--- src/rtl/fab_reset_sequencer.sv ---
// Fabric reset sequencer: synchronizes the CCC lock, qualifies it for a stable
// window, holds SYS_RESET for a fixed period, then releases downstream logic.
module fab_reset_sequencer #(
    parameter int SYNC_STAGES = 2,
    parameter int LOCK_STABLE = 8,
    parameter int HOLD_CYCLES = 16
) (
    input  logic       FAB_CLK,
    input  logic       FAB_RESET,
    input  logic       FAB_LOCK,
    input  logic       SW_RESET_REQ,
    output logic       SYS_RESET,
    output logic       READY,
    output logic [7:0] LOSS_COUNT,
    output logic [2:0] STATE
);

    typedef enum logic [2:0] {
        WAIT_LOCK = 3'd0,
        STABLE    = 3'd1,
        HOLD      = 3'd2,
        RUN       = 3'd3,
        FAULT     = 3'd4
    } state_e;

    localparam logic [15:0] STABLE_LAST = 16'(LOCK_STABLE - 1);
    localparam logic [15:0] HOLD_LAST   = 16'(HOLD_CYCLES - 1);

    logic [SYNC_STAGES-1:0] sync_q, sync_d;
    logic                   lock_s;
    state_e                 state_q, state_d;
    logic [15:0]            cnt_q, cnt_d;
    logic [7:0]             loss_q, loss_d;
    logic                   sys_reset_q, sys_reset_d;
    logic                   ready_q, ready_d;

    assign lock_s = sync_q[SYNC_STAGES-1];

    always_comb begin
        sync_d = {sync_q[SYNC_STAGES-2:0], FAB_LOCK};
    end

    always_comb begin
        state_d = state_q;
        cnt_d   = cnt_q + 16'd1;
        case (state_q)
            WAIT_LOCK: begin
                cnt_d = '0;
                if (lock_s) state_d = STABLE;
            end
            STABLE: begin
                if (!lock_s)                  state_d = WAIT_LOCK;
                else if (cnt_q == STABLE_LAST) state_d = HOLD;
            end
            HOLD: begin
                if (!lock_s)                state_d = WAIT_LOCK;
                else if (cnt_q == HOLD_LAST) state_d = RUN;
            end
            RUN: begin
                cnt_d = '0;
                // Lock loss outranks a software request arriving in the same cycle.
                if (!lock_s)          state_d = FAULT;
                else if (SW_RESET_REQ) state_d = HOLD;
            end
            FAULT:   state_d = WAIT_LOCK;
            default: state_d = WAIT_LOCK;
        endcase
        if (state_d != state_q) cnt_d = '0;

        loss_d = loss_q;
        if ((state_d == FAULT) && (state_q != FAULT) && (loss_q != 8'hFF))
            loss_d = loss_q + 8'd1;

        sys_reset_d = (state_d != RUN);
        ready_d     = (state_d == RUN);
    end

    always_ff @(posedge FAB_CLK or posedge FAB_RESET) begin
        if (FAB_RESET) begin
            sync_q      <= '0;
            state_q     <= WAIT_LOCK;
            cnt_q       <= '0;
            loss_q      <= '0;
            sys_reset_q <= 1'b1;
            ready_q     <= 1'b0;
        end else begin
            sync_q      <= sync_d;
            state_q     <= state_d;
            cnt_q       <= cnt_d;
            loss_q      <= loss_d;
            sys_reset_q <= sys_reset_d;
            ready_q     <= ready_d;
        end
    end

    assign SYS_RESET  = sys_reset_q;
    assign READY      = ready_q;
    assign LOSS_COUNT = loss_q;
    assign STATE      = 3'(state_q);

endmodule

--- config.mk ---
export PLATFORM = sky130hd
export DESIGN_NAME = fab_reset_sequencer
export DESIGN_NICKNAME = d
export VERILOG_FILES = /design/src/rtl/fab_reset_sequencer.sv
export SDC_FILE = /design/constraint.sdc
export NUM_CORES = 1
export LEC_CHECK = 0
export ABC_AREA = 1
export CORE_MARGIN = 2
export CORE_UTILIZATION = 41
export CTS_BUF_LIST = sky130_fd_sc_hd__clkbuf_8
export DETAILED_ROUTE_END_ITERATION = 10
export PLACE_DENSITY = 0.62
export SKIP_CTS_REPAIR_TIMING = 1
export SYNTH_ARGS = -nofsm -noshare
export SYNTH_HDL_FRONTEND = slang
export SYNTH_SLANG_ARGS = --single-unit
--- constraint.sdc ---
create_clock -name FAB_CLK -period 3.6 [get_ports FAB_CLK]
set_input_delay 0.72 -clock FAB_CLK [delete_from_list [all_inputs] [get_ports FAB_CLK]]
set_output_delay 0.72 -clock FAB_CLK [all_outputs]
set_load 0.005 [all_outputs]
==> impl_metrics.toml, run 1 <==
[timing]
rsz0062_at_grt = "no"
finalMaxSlewViolations = 0
finalHoldViolations = 0
fin_crit_ns = 2.01
worst-slew-pin-transition_ns = 0.400
fmax_mhz = 497
slew_headroom = 0.731
clock-skew-final_ns = 0.00636
finalCritPeriodShare = 0.559
setup_viol = 0
worst_hold_slack_ns = 0.352
setup-tns-final_ns = 0

[worst_setup_path]
crit_chain = "clkdlybuf4s50_1"
cp_slowest_stage_delay_ns = 0.55
crit_type = "flop to output port"
crit_required_ns = 2.88
crit_path_start_kind = "flop"
cp_max_fo = 6
critPathBufInv = 1
cp-end-kind = "output port"
slowest_stage = "clkdlybuf4s50_1"
rrSetupSlack_ns = 1.81
cp_top_family = "buffers and inverters"
critPathArrivalTime_ns = 1.29

[global_routing]
grtUsageTotal = 0.151
grt_pass1_wl_mm = 4.91
overflow = 0
grt_start_max_net_pins = 32
first_global_vias = 1162
antenna_found_initial = 0

[logic_synthesis]
synth_cell_types = 26
muxShareOfSynthArea = 0.00710
synth_ff_type = "dfrtp_1"
ys_seq_area_frac = 0.490
synthSimpleGateAreaFrac = 0.305
netlist.area_leader.share = 0.473
async_reset_ff_frac = 1.00
synth-edff-count = 0
yosysWarnings = 0
synth_area_sq_um = 1590
synth_top_area_cell = "dfrtp_1"
synth-compound-area-share = 0.0244
synth_top_family_by_area = "simple AND/OR/NAND/NOR gates"
synth-seq-cells = 31
synth_adder_area_share = 0.0158
syn_inst = 177
synth.net_count = 183
syn_avg_cell_area_sq_um = 8.96
synth_area_leaders = "dfrtp_1 47%, nor2_1 6.9%, xor2_1 5.5%"
synth_xor_area_frac = 0.0986

[run]
cap_violations = 0

[finish]
syn_to_final_growth_pct = 19.2
final_common_cell = "dfrtp_1"
final_cell_mix = "30 x dfrtp_1, 29 x nor2_1, 22 x nand2_1, 21 x inv_1"
nets = 206
diodes = 0
drive_gt1_frac = 0.145

[route]
wl_mm = 2.85
viasPerCell = 4.76
first_iter_violations = 23
drc_errors = 0
wl_per_cell_um = 11.5
drt_pass1_iterations = 4
via_count = 1180
drtAntennaViolNets = 0

[clock_tree]
clock_sinks = 31
cts_made_buffers = 5
path_clk_slew_ns = 0.06
h-tree-depth = 2
cts_root_buffer = "clkbuf_8"
cts_tree = "yes"
clockBufferDepth = 2
insertion_delay_ns = 0.27

[floorplanning]
num_rows = 22
start_util = 0.430
dieArea_sq_um = 4380
dieHeight_um = 66.2
io_pins = 17
dieWidth_um = 66.2
core_area_sq_um = 3690

[power_and_ir_drop]
p_per_area_nw_per_um2 = 341
ir_worst_vdd_mv = 0.256
power.leakage_nw = 0.879

[place]
portBuffers = 16
dp_hpwl_mm = 2.14
gp_congestion = 0.794

[worst_hold_path]
hold_path.class = "flop to flop"

[outcome]
status = "complete, no violations"
-- sequential cells by signal (all words and copies together) (netlist names) --
register / count
LOSS_COUNT: 8
READY: 1
STATE: 3
SYS_RESET: 1
cnt_q: 16
sync_q: 2
-- per-stage QoR --
stage	utilization	instance area, sq um	worst slack [ns]	cells	total power, mW
floorplan	-	1590	2.02	177	0.380
global placement	0.489	1800	1.58	241	0.388
detailed placement	0.489	1800	1.50	241	0.389
CTS	0.513	1890	1.58	248	0.658
global route	0.513	1890	1.52	248	0.682
finish	0.513	1890	1.59	248	0.645
-- final cells by class --
type	instances	area (sq um)
Fill cell	372	1800
Sequential cell	31	777
Multi-Input combinational cell	123	716
Timing Repair Buffer	17	168
Clock buffer	6	82.6
Inverter	22	82.6
Tap cell	48	60.1
Clock inverter	1	5.00
-- cells by family after synthesis --
group           Yosys count
simple gates             96
flops                    31
buf+inv                  23
xor+xnor                 17
compound gates            7
fa+ha+maj                 2
mux                       1
-- power breakdown --
group | switching (mW) | total, mW | internal, mW
Sequential | 0.00374 | 0.356 | 0.352
Clock | 0.114 | 0.264 | 0.149
Combinational | 0.0172 | 0.0258 | 0.00867
-- Yosys cell counts, drive strengths merged, types with 2 or more instances --
master and count:
a21oi 2, nor3 7, dfrtp 30, ha 2, nor2 38, nand2 26, o21ai 5, inv 22
xnor2 7, nand4 5, xor2 10, nand3 18
-- routing by layer --
metal	share of wire	track usage	wire, um
met1	0.47	0.178	1340
met3	0.030	0.0528	85
met5	0	0	0
met4	0.016	0.0612	45
met2	0.48	0.250	1380
-- final timing paths --
kind                       startpoint       endpoint  cells after the start
setup / recovery             STATE[2]       STATE[2]                      1
hold / removal              sync_q[0]      sync_q[1]                      0
setup reg to reg             cnt_q[0]      cnt_q[10]                     10
hold reg to reg             sync_q[0]      sync_q[1]                      0
max in group asynchronous   FAB_RESET      SYS_RESET                      3
min in group asynchronous   FAB_RESET  LOSS_COUNT[1]                      3
Power figures use the tool's default switching activity.
==> inputs of run 2 (changes only) <==
--- a/config.mk
+++ b/config.mk
@@ -10,7 +10,7 @@
 export CORE_UTILIZATION = 41
 export CTS_BUF_LIST = sky130_fd_sc_hd__clkbuf_8
 export DETAILED_ROUTE_END_ITERATION = 10
-export PLACE_DENSITY = 0.62
+export PLACE_DENSITY = 0.64
 export SKIP_CTS_REPAIR_TIMING = 1
 export SYNTH_ARGS = -nofsm -noshare
 export SYNTH_HDL_FRONTEND = slang
==> constraint.sdc (replaced) <==
create_clock -name FAB_CLK -period 1.65 [get_ports FAB_CLK]
set_input_delay 0.33 -clock FAB_CLK [delete_from_list [all_inputs] [get_ports FAB_CLK]]
set_output_delay 0.33 -clock FAB_CLK [all_outputs]
set_load 0.005 [all_outputs]
==> impl_metrics.toml, run 2 (synthesis results as in run 1) <==
[timing]
rsz0062_at_grt = "yes"
clock-skew-final_ns = 0.00750
finalCritPeriodShare = 0.973
finalMaxSlewViolations = 0
worst-slew-pin-transition_ns = 0.278
slew_headroom = 0.814
setup_viol = 0
finalHoldViolations = 0
fin_crit_ns = 1.60
fmax_mhz = 623

[power_and_ir_drop]
power_mw = 1.46
p_per_area_nw_per_um2 = 687
ir_worst_vdd_mv = 0.491
power.leakage_nw = 0.998

[floorplanning]
dieArea_sq_um = 4380
core_area_sq_um = 3690
num_rows = 22
io_pins = 17
dieWidth_um = 66.2
start_util = 0.430
dieHeight_um = 66.2

[outcome]
status = "complete, no violations"

[worst_setup_path]
critPathArrivalTime_ns = 1.81
crit_required_ns = 1.86
crit_path_start_kind = "flop"
cp-startpoint = "cnt_q[5]"
endpoint = "cnt_q[0]"
r2r_start = "cnt_q[5]"
cp_max_fo = 13
r2r_cells = 10
crit_type = "flop to flop"
r2r_end = "cnt_q[0]"
rrSetupSlack_ns = 0.05
cp-end-kind = "flop"

[global_routing]
overflow = 0
antenna_found_initial = 0
first_global_vias = 1299
grt_pass1_wl_mm = 5.62
grtUsageTotal = 0.168
grt_start_max_net_pins = 32

[clock_tree]
cts_tree = "yes"
insertion_delay_ns = 0.28
h-tree-depth = 2
path_clk_slew_ns = 0.07
clock_sinks = 31
clockBufferDepth = 2
cts_made_buffers = 5
cts_root_buffer = "clkbuf_8"

[route]
drtAntennaViolNets = 0
drt_pass1_iterations = 4
wl_mm = 3.20
viasPerCell = 4.76
drc_errors = 0
wl_per_cell_um = 11.8
first_iter_violations = 50
via_count = 1284

[finish]
diodes = 0
final_cell_mix = "29 x dfrtp_1, 21 x inv_1, 21 x nor2_1, 20 x buf_4, 18 x nand2_1"
final_common_cell = "dfrtp_1"
fill_cells = 347
largest-register = "cnt_q"
nets = 227
fin_area_sq_um = 2130
fin_util = 0.578
syn_to_final_growth_pct = 34.3
drive_gt1_frac = 0.302
largest_reg_flops = 16

[place]
portBuffers = 16
dp_hpwl_mm = 2.27
gp_congestion = 0.832
dpl_cell_area_sq_um = 1950

[worst_hold_path]
hold_path.class = "flop to flop"

[run]
cap_violations = 0
[run 2: cell types whose count changed in the layout (fill, tap and decap cells not counted), sizes merged]
cell,before,now
dlymetal6s2s,0,1
buf,1,22
inv,22,23
clkdlybuf4s50,16,15
[run 2: cell type report]
type                    count  area, sq um  area share
clock inverters             2         8.76     0.00411
multi-input cells         123          766       0.359
clock buffers               6         82.6      0.0388
well taps                  48         60.1      0.0282
inverters                  22         82.6      0.0388
flip-flops and latches     31          778       0.365
repair buffers             38          353       0.166
[run 2: worst min path at each step]
stage | from | to | slack (ns) | cells after the start
final | sync_q[0] | sync_q[1] | 0.36 | 0
after global routing | sync_q[0] | sync_q[1] | 0.38 | 0
after CTS | sync_q[0] | sync_q[1] | 0.36 | 0
after detailed placement | sync_q[0] | sync_q[1] | 0.35 | 0
after global placement | sync_q[0] | sync_q[1] | 0.34 | 0
after floorplan | sync_q[0] | sync_q[1] | 0.33 | 0
[run 2: power by group]
part / total, mW / leakage (nW) / switching (mW) / internal (mW)
logic: 0.0799 / 0.525 / 0.0448 / 0.0351
clock network: 0.608 / 0.0524 / 0.278 / 0.330
registers: 0.777 / 0.421 / 0.00948 / 0.767
total: 1.46 / 0.998 / 0.332 / 1.13
[run 2: stage by stage]
stage	cells	hold WS (ns)	TNS (ns)	worst slack, ns
global route	270	0.378	-1.10	-0.108
CTS	265	0.362	-0.173	-0.0667
finish	270	0.359	0	0.0452
detailed placement	257	0.346	-0.0552	-0.0454
global placement	257	0.342	0	0.0702
floorplan	177	0.331	0	0.0658
[run 2: per-layer routing]
metal / vias to the layer above / part of all wire / GRT usage
met1: 615 / 0.46 / 0.212
met3: 4 / 0.021 / 0.0460
met5: - / 0 / 0
li1: 650 / - / -
met4: 0 / 0.0097 / 0.0561
met2: 15 / 0.51 / 0.278
[run 2: critical path, cell delays in order, from the launching register on]
cell and delay [ns]:
dfrtp_1 0.42, nor2_1 0.11, nand2_1 0.09, nor2_1 0.14
nand2_2 0.09, o21ai_2 0.17, nand2_2 0.09, nand2_2 0.07
nand3_2 0.09, buf_12 0.16, nor2_2 0.10
